## src/rtl/frv_mmio_bridge.sv

```systemverilog
// Data-side splitter: routes core requests to external memory (pass-through) or the
// mtime/mtimecmp MMIO slave, keeping responses in order and widening sub-word MMIO writes.
module frv_mmio_bridge #(
  parameter logic [31:0] MMIO_BASE_ADDR = 32'h0000_1000,
  parameter logic [31:0] MMIO_BASE_MASK = 32'hFFFF_F000,
  parameter int unsigned OUTSTANDING    = 2
) (
  input  logic        g_clk,
  input  logic        g_resetn,
  input  logic        c_req,
  input  logic        c_wen,
  input  logic [3:0]  c_strb,
  input  logic [31:0] c_addr,
  input  logic [31:0] c_wdata,
  output logic        c_gnt,
  output logic        c_recv,
  input  logic        c_ack,
  output logic        c_error,
  output logic [31:0] c_rdata,
  output logic        m_req,
  output logic        m_wen,
  output logic [3:0]  m_strb,
  output logic [31:0] m_addr,
  output logic [31:0] m_wdata,
  input  logic        m_gnt,
  input  logic        m_recv,
  input  logic        m_error,
  output logic        m_ack,
  input  logic [31:0] m_rdata,
  output logic        mmio_en,
  output logic        mmio_wen,
  output logic [31:0] mmio_addr,
  output logic [31:0] mmio_wdata,
  input  logic [31:0] mmio_rdata,
  input  logic        mmio_error
);

  typedef enum logic [2:0] {IDLE, ACCESS, RMW_RD, RMW_WR, WAIT, RSP} state_t;

  localparam logic [2:0] CNT_MAX = 3'(OUTSTANDING);

  state_t      state, state_d;
  logic [2:0]  cnt;
  logic        wen_q;
  logic [3:0]  strb_q;
  logic [31:2] addr_q;
  logic [31:0] wdata_q;
  logic [31:0] rsp_rdata, rsp_rdata_d;
  logic        rsp_err, rsp_err_d, rsp_load;
  logic [31:0] merged_wdata;

  logic hit, idle, rsp_sel, hit_acc, mem_issue, mem_ret;

  assign hit     = ((c_addr & MMIO_BASE_MASK) == (MMIO_BASE_ADDR & MMIO_BASE_MASK));
  assign idle    = (state == IDLE);
  // Reset gating keeps outputs quiet even while the old state is still in the register.
  assign rsp_sel = g_resetn && (state == RSP);

  assign m_req   = g_resetn && c_req && !hit && idle && (cnt < CNT_MAX);
  assign m_wen   = c_wen;
  assign m_strb  = c_strb;
  assign m_addr  = c_addr;
  assign m_wdata = c_wdata;

  assign c_gnt     = hit ? (g_resetn && idle && (cnt == 3'd0)) : (m_req && m_gnt);
  assign hit_acc   = c_req && c_gnt && hit;
  assign mem_issue = m_req && m_gnt;
  assign mem_ret   = m_recv && m_ack;

  assign m_ack   = rsp_sel ? 1'b0 : c_ack;
  assign c_recv  = rsp_sel ? 1'b1 : m_recv;
  assign c_rdata = rsp_sel ? rsp_rdata : m_rdata;
  assign c_error = rsp_sel ? rsp_err : m_error;

  assign mmio_addr = {addr_q, 2'b00};

  always_ff @(posedge g_clk) begin
    if (!g_resetn) begin
      cnt <= 3'd0;
    end else if (mem_issue && !mem_ret) begin
      cnt <= cnt + 3'd1;
    end else if (!mem_issue && mem_ret) begin
      cnt <= cnt - 3'd1;
    end
  end

  always_ff @(posedge g_clk) begin
    if (!g_resetn) begin
      wen_q   <= 1'b0;
      strb_q  <= 4'h0;
      addr_q  <= '0;
      wdata_q <= 32'h0;
    end else if (hit_acc) begin
      wen_q   <= c_wen;
      strb_q  <= c_strb;
      addr_q  <= c_addr[31:2];
      wdata_q <= c_wdata;
    end
  end

  always_ff @(posedge g_clk) begin
    if (!g_resetn) begin
      state <= IDLE;
    end else begin
      state <= state_d;
    end
  end

  always_ff @(posedge g_clk) begin
    if (!g_resetn) begin
      rsp_rdata <= 32'h0;
      rsp_err   <= 1'b0;
    end else if (rsp_load) begin
      rsp_rdata <= rsp_rdata_d;
      rsp_err   <= rsp_err_d;
    end
  end

  // Bytes not being written come from the word just read back in RMW_RD.
  always_comb begin
    merged_wdata = 32'h0;
    for (int i = 0; i < 4; i++) begin
      merged_wdata[i*8 +: 8] = strb_q[i] ? wdata_q[i*8 +: 8] : mmio_rdata[i*8 +: 8];
    end
  end

  always_comb begin
    state_d     = state;
    mmio_en     = 1'b0;
    mmio_wen    = 1'b0;
    mmio_wdata  = 32'h0;
    rsp_load    = 1'b0;
    rsp_err_d   = 1'b0;
    rsp_rdata_d = 32'h0;
    case (state)
      IDLE: begin
        if (hit_acc) begin
          if (!c_wen || (c_strb == 4'hF)) begin
            state_d = ACCESS;
          end else if (c_strb != 4'h0) begin
            state_d = RMW_RD;
          end else begin
            state_d  = RSP;
            rsp_load = 1'b1;
          end
        end
      end
      ACCESS: begin
        mmio_en    = 1'b1;
        mmio_wen   = wen_q;
        mmio_wdata = wdata_q;
        state_d    = WAIT;
      end
      RMW_RD: begin
        mmio_en = 1'b1;
        state_d = RMW_WR;
      end
      RMW_WR: begin
        if (mmio_error) begin
          rsp_load  = 1'b1;
          rsp_err_d = 1'b1;
          state_d   = RSP;
        end else begin
          mmio_en    = 1'b1;
          mmio_wen   = 1'b1;
          mmio_wdata = merged_wdata;
          state_d    = WAIT;
        end
      end
      WAIT: begin
        rsp_load    = 1'b1;
        rsp_err_d   = mmio_error;
        rsp_rdata_d = wen_q ? 32'h0 : mmio_rdata;
        state_d     = RSP;
      end
      RSP: begin
        if (c_ack) begin
          state_d = IDLE;
        end
      end
      default: state_d = IDLE;
    endcase
    if (!g_resetn) begin
      mmio_en    = 1'b0;
      mmio_wen   = 1'b0;
      mmio_wdata = 32'h0;
    end
  end

endmodule
```

## config.mk

```make
export PLATFORM = sky130hd
export DESIGN_NAME = frv_mmio_bridge
export DESIGN_NICKNAME = d
export VERILOG_FILES = /design/src/rtl/frv_mmio_bridge.sv
export SDC_FILE = /design/constraint.sdc
export NUM_CORES = 1
export LEC_CHECK = 0
export ABC_AREA = 1
export CORE_MARGIN = 5
export CORE_UTILIZATION = 40
export CTS_BUF_LIST = sky130_fd_sc_hd__clkbuf_8 sky130_fd_sc_hd__clkbuf_16
export DETAILED_ROUTE_END_ITERATION = 8
export PLACE_DENSITY_LB_ADDON = 0.15
export SLEW_MARGIN = 20
export SYNTH_ARGS = -nofsm -noshare
export SYNTH_HDL_FRONTEND = slang
export SYNTH_SLANG_ARGS = --single-unit
```

## constraint.sdc

```tcl
create_clock -name g_clk -period 3 [get_ports g_clk]
set_input_delay 0.9 -clock g_clk [delete_from_list [all_inputs] [get_ports g_clk]]
set_output_delay 0.9 -clock g_clk [all_outputs]
set_load 0.1 [all_outputs]
```

==> run metrics <==
via/cell ratio 4.967; Total GRT Usage 24.67%; Placer Congestion 0.8140; Sink Count 106; Core Region 0.01437 mm²; Synth Instances 773; TritonCTS buffer count 9; IO Pins 313; met2 routed WL 11,340 µm; fillcell total 948; H-tree Lvls 3; Period minus WS final 2973 ps; worst hold stages 2; TritonRoute pass-1 iters 5; critical path peak fanout 5; Post-layout nets 1,179; worst slew pin tran 651.8 ps; number of global-route vias before repair 6,229; HPWL after DPL 16,110 µm; Setup Crit Path Kind input pin to output pin; nature of the critical path startpoint input pin; port bufs 306; Max Slew Vio Count 0; Final setup viols 0; Pleak 0.004455 µW; die area 0.01700 mm²; TritonCTS clock tree yes; number of max-cap violations 0; first-pass GRT wire length 32,710 µm; average wire per standard cell 17.65 µm; Final Skew 10.22 ps; Starting Density 40.33%; status finished, final reports clean; FF+latch count, synth 106; layout cell share with drive strength beyond 1 36.70%; CTS max path bufs 2; critical path required time 2100 ps; RR Endpoint cnt[2]; Initial DRC Count 232; Final WS setup 26.70 ps; count of cell types in the netlist 33; hold path startpoint addr_q[29]; Post-Syn Area 0.005796 mm²; drc violations 0; Reg2Reg Setup Slack 400 ps; synth-to-layout area growth 91.41%; std cell rows 44; largest net degree at the start of global routing 49; Final Cycle Share 99.11%; CP Capture Type output pin; wl on met1 7817 µm; Critical R2R Launch state[1]; pre-CTS WS -213.5 ps; die width 130.4 µm; Critical Path AT 2070 ps; power density cells 365.5 mW/mm²; Max Fclk 336.3 MHz; Register Area 0.002127 mm²; syn avg cell area 7.497 µm²; RSZ-0062 raised after global routing yes; Post-DRT Antenna Nets 0; Top Metal Used met4; initial antenna violation count 1; Die Y 130.4 µm; Hold Crit Class flip-flop to flip-flop; Max transition margin 56.48%; # hold bufs at CTS 0; Hold EP addr_q[29]; Hold Vio Cnt, Final 0; Ys Warns 0; worst skew pair latency 360 ps; WL final 21,650 µm; GRT Residual Overflow 0; met3 routed WL 1773 µm; Clock Tree Root clkbuf_16; sequential element share of the synthesized area 36.61%; Reg2Reg Depth 15; via count of the routed design 6,090; Final Core Density 77.20%; footprint of the multi-input gates 0.002935 mm²; peak supply drop 353.9 µV; Clock transition at path regs 80 ps
-- Yosys cell counts (all sizes together) --
master	n	area, µm²
xor2	1	8.760
ha	1	12.51
mux2	33	371.6
nand2	55	219.0
clkinv	1	5.000
buf	101	699.4
dfxtp	106	2122
clkbuf	19	71.32
nor3	4	35.03
nor2	93	351.6
a21boi	1	7.510
o22ai	32	200.2
mux2i	32	320.3
fa	1	20.02
inv	102	382.9
a31oi	2	12.51
and2	2	12.51
o31ai	1	7.510
a21oi	70	350.3
o21ai	52	260.3
nand3	62	315.3
conb	1	3.750
or2	1	6.260
-- worst max-delay path by stage --
stage                    start             end  slack (ps)  depth (start not counted)
CTS                   state[1]   mmio_wdata[7]           3                         10
global route          state[1]  mmio_wdata[27]         -30                         10
floorplan           mmio_error  mmio_wdata[26]        -270                          6
finish              mmio_error   mmio_wdata[8]          30                          8
detailed placement  mmio_error  mmio_wdata[22]        -210                          7
global placement    mmio_error  mmio_wdata[23]        -180                          7
-- logic make-up (layout without fill, tap and decap cells) --
kind of cell | Yosys count | after routing | synth area share (%)
AOI/OAI and AO/OA | 158 | 158 | 14.46
xor gates and xnor gates | 1 | 1 | 0.1512
adders and majority gates | 2 | 2 | 0.5613
buffers and inverters | 223 | 490 | 19.99
DFF | 106 | 106 | 36.61
muxes | 65 | 65 | 11.94
other | 1 | 3 | 0.06470
and+or+nand+nor | 217 | 217 | 16.21
-- critical path, cell delays in order --
cell     delay [ps]
buf_6            90
or2_4           270
buf_12          160
buf_12          140
o22ai_2          80
inv_1            80
nor2_2          150
buf_12          190
-- power breakdown --
part	internal, µW	switching (µW)	total (µW)
Sequential	1410	4.70	1410
Combinational	518	790	1310
Clock	750	582	1330
Total	2680	1380	4050
-- state kept, by name, summed over array words and instances (netlist names) --
name       cells
addr_q        30
cnt            3
rsp_err        1
rsp_rdata     32
state          3
strb_q         4
wdata_q       32
wen_q          1
-- what timing repair did --
item | 4_1_cts | 5_1_grt
pin swaps | 28 | 23
endpoints found under the setup margin | 36 | 39
cloned | 3 | 0
buffers inserted | 10 | 4
resized for setup | 49 | 44
-- layer usage --
metal,track usage (%),vias up
li1,-,2983
met1,27.20,2825
met2,44.63,234
met3,6.992,48
met4,9.982,0
met5,0,-
-- placed cells by master (no fill, tap or decap), types with 3 or more instances in the layout --
cell type        Yosys  final
nor2_1              92     57
buf_16               0      3
o21ai_0             41     39
inv_2               13     18
nand3_1             61     57
mux2i_1             32     31
dfxtp_1            106    104
o22ai_1             32     13
nand2_1             52     52
nor2_4               0     22
o22ai_4              0      3
o22ai_2              0     16
dlymetal6s2s_1       0      7
dlygate4sd2_1        0     13
buf_4               75     80
clkbuf_16            0      9
buf_12               0    150
inv_1               89     81
mux2_2              33     33
nand3_2              1      5
o21ai_1             11     13
a21oi_1             70     68
clkdlybuf4s50_1      0    116
nor2_2               1     14
-- layout make-up --
cell class	instances	share of cell area, %
diodes	1	0.02256
clock buffers	9	2.030
clock inverters	7	1.015
inverters	103	3.564
multi-input cells	445	26.46
flip-flops and latches	106	19.17
well taps	184	2.075
repair buffers	371	45.66
-- through the flow --
stage	hold slack [ps]	cell area [µm²]	total power (µW)	setup TNS, ps	cells
final	464.3	11090	4054	0	1226
after global placement	440.2	10250	2737	-6316	1192
after CTS	465.2	10880	4069	0	1221
after detailed placement	445.7	10250	2746	-7399	1192
after global routing	485.0	11090	4179	-47.90	1226
after floorplan	443.8	5959	2210	-6334	774
No activity file was read; power rests on OpenSTA's default activity.
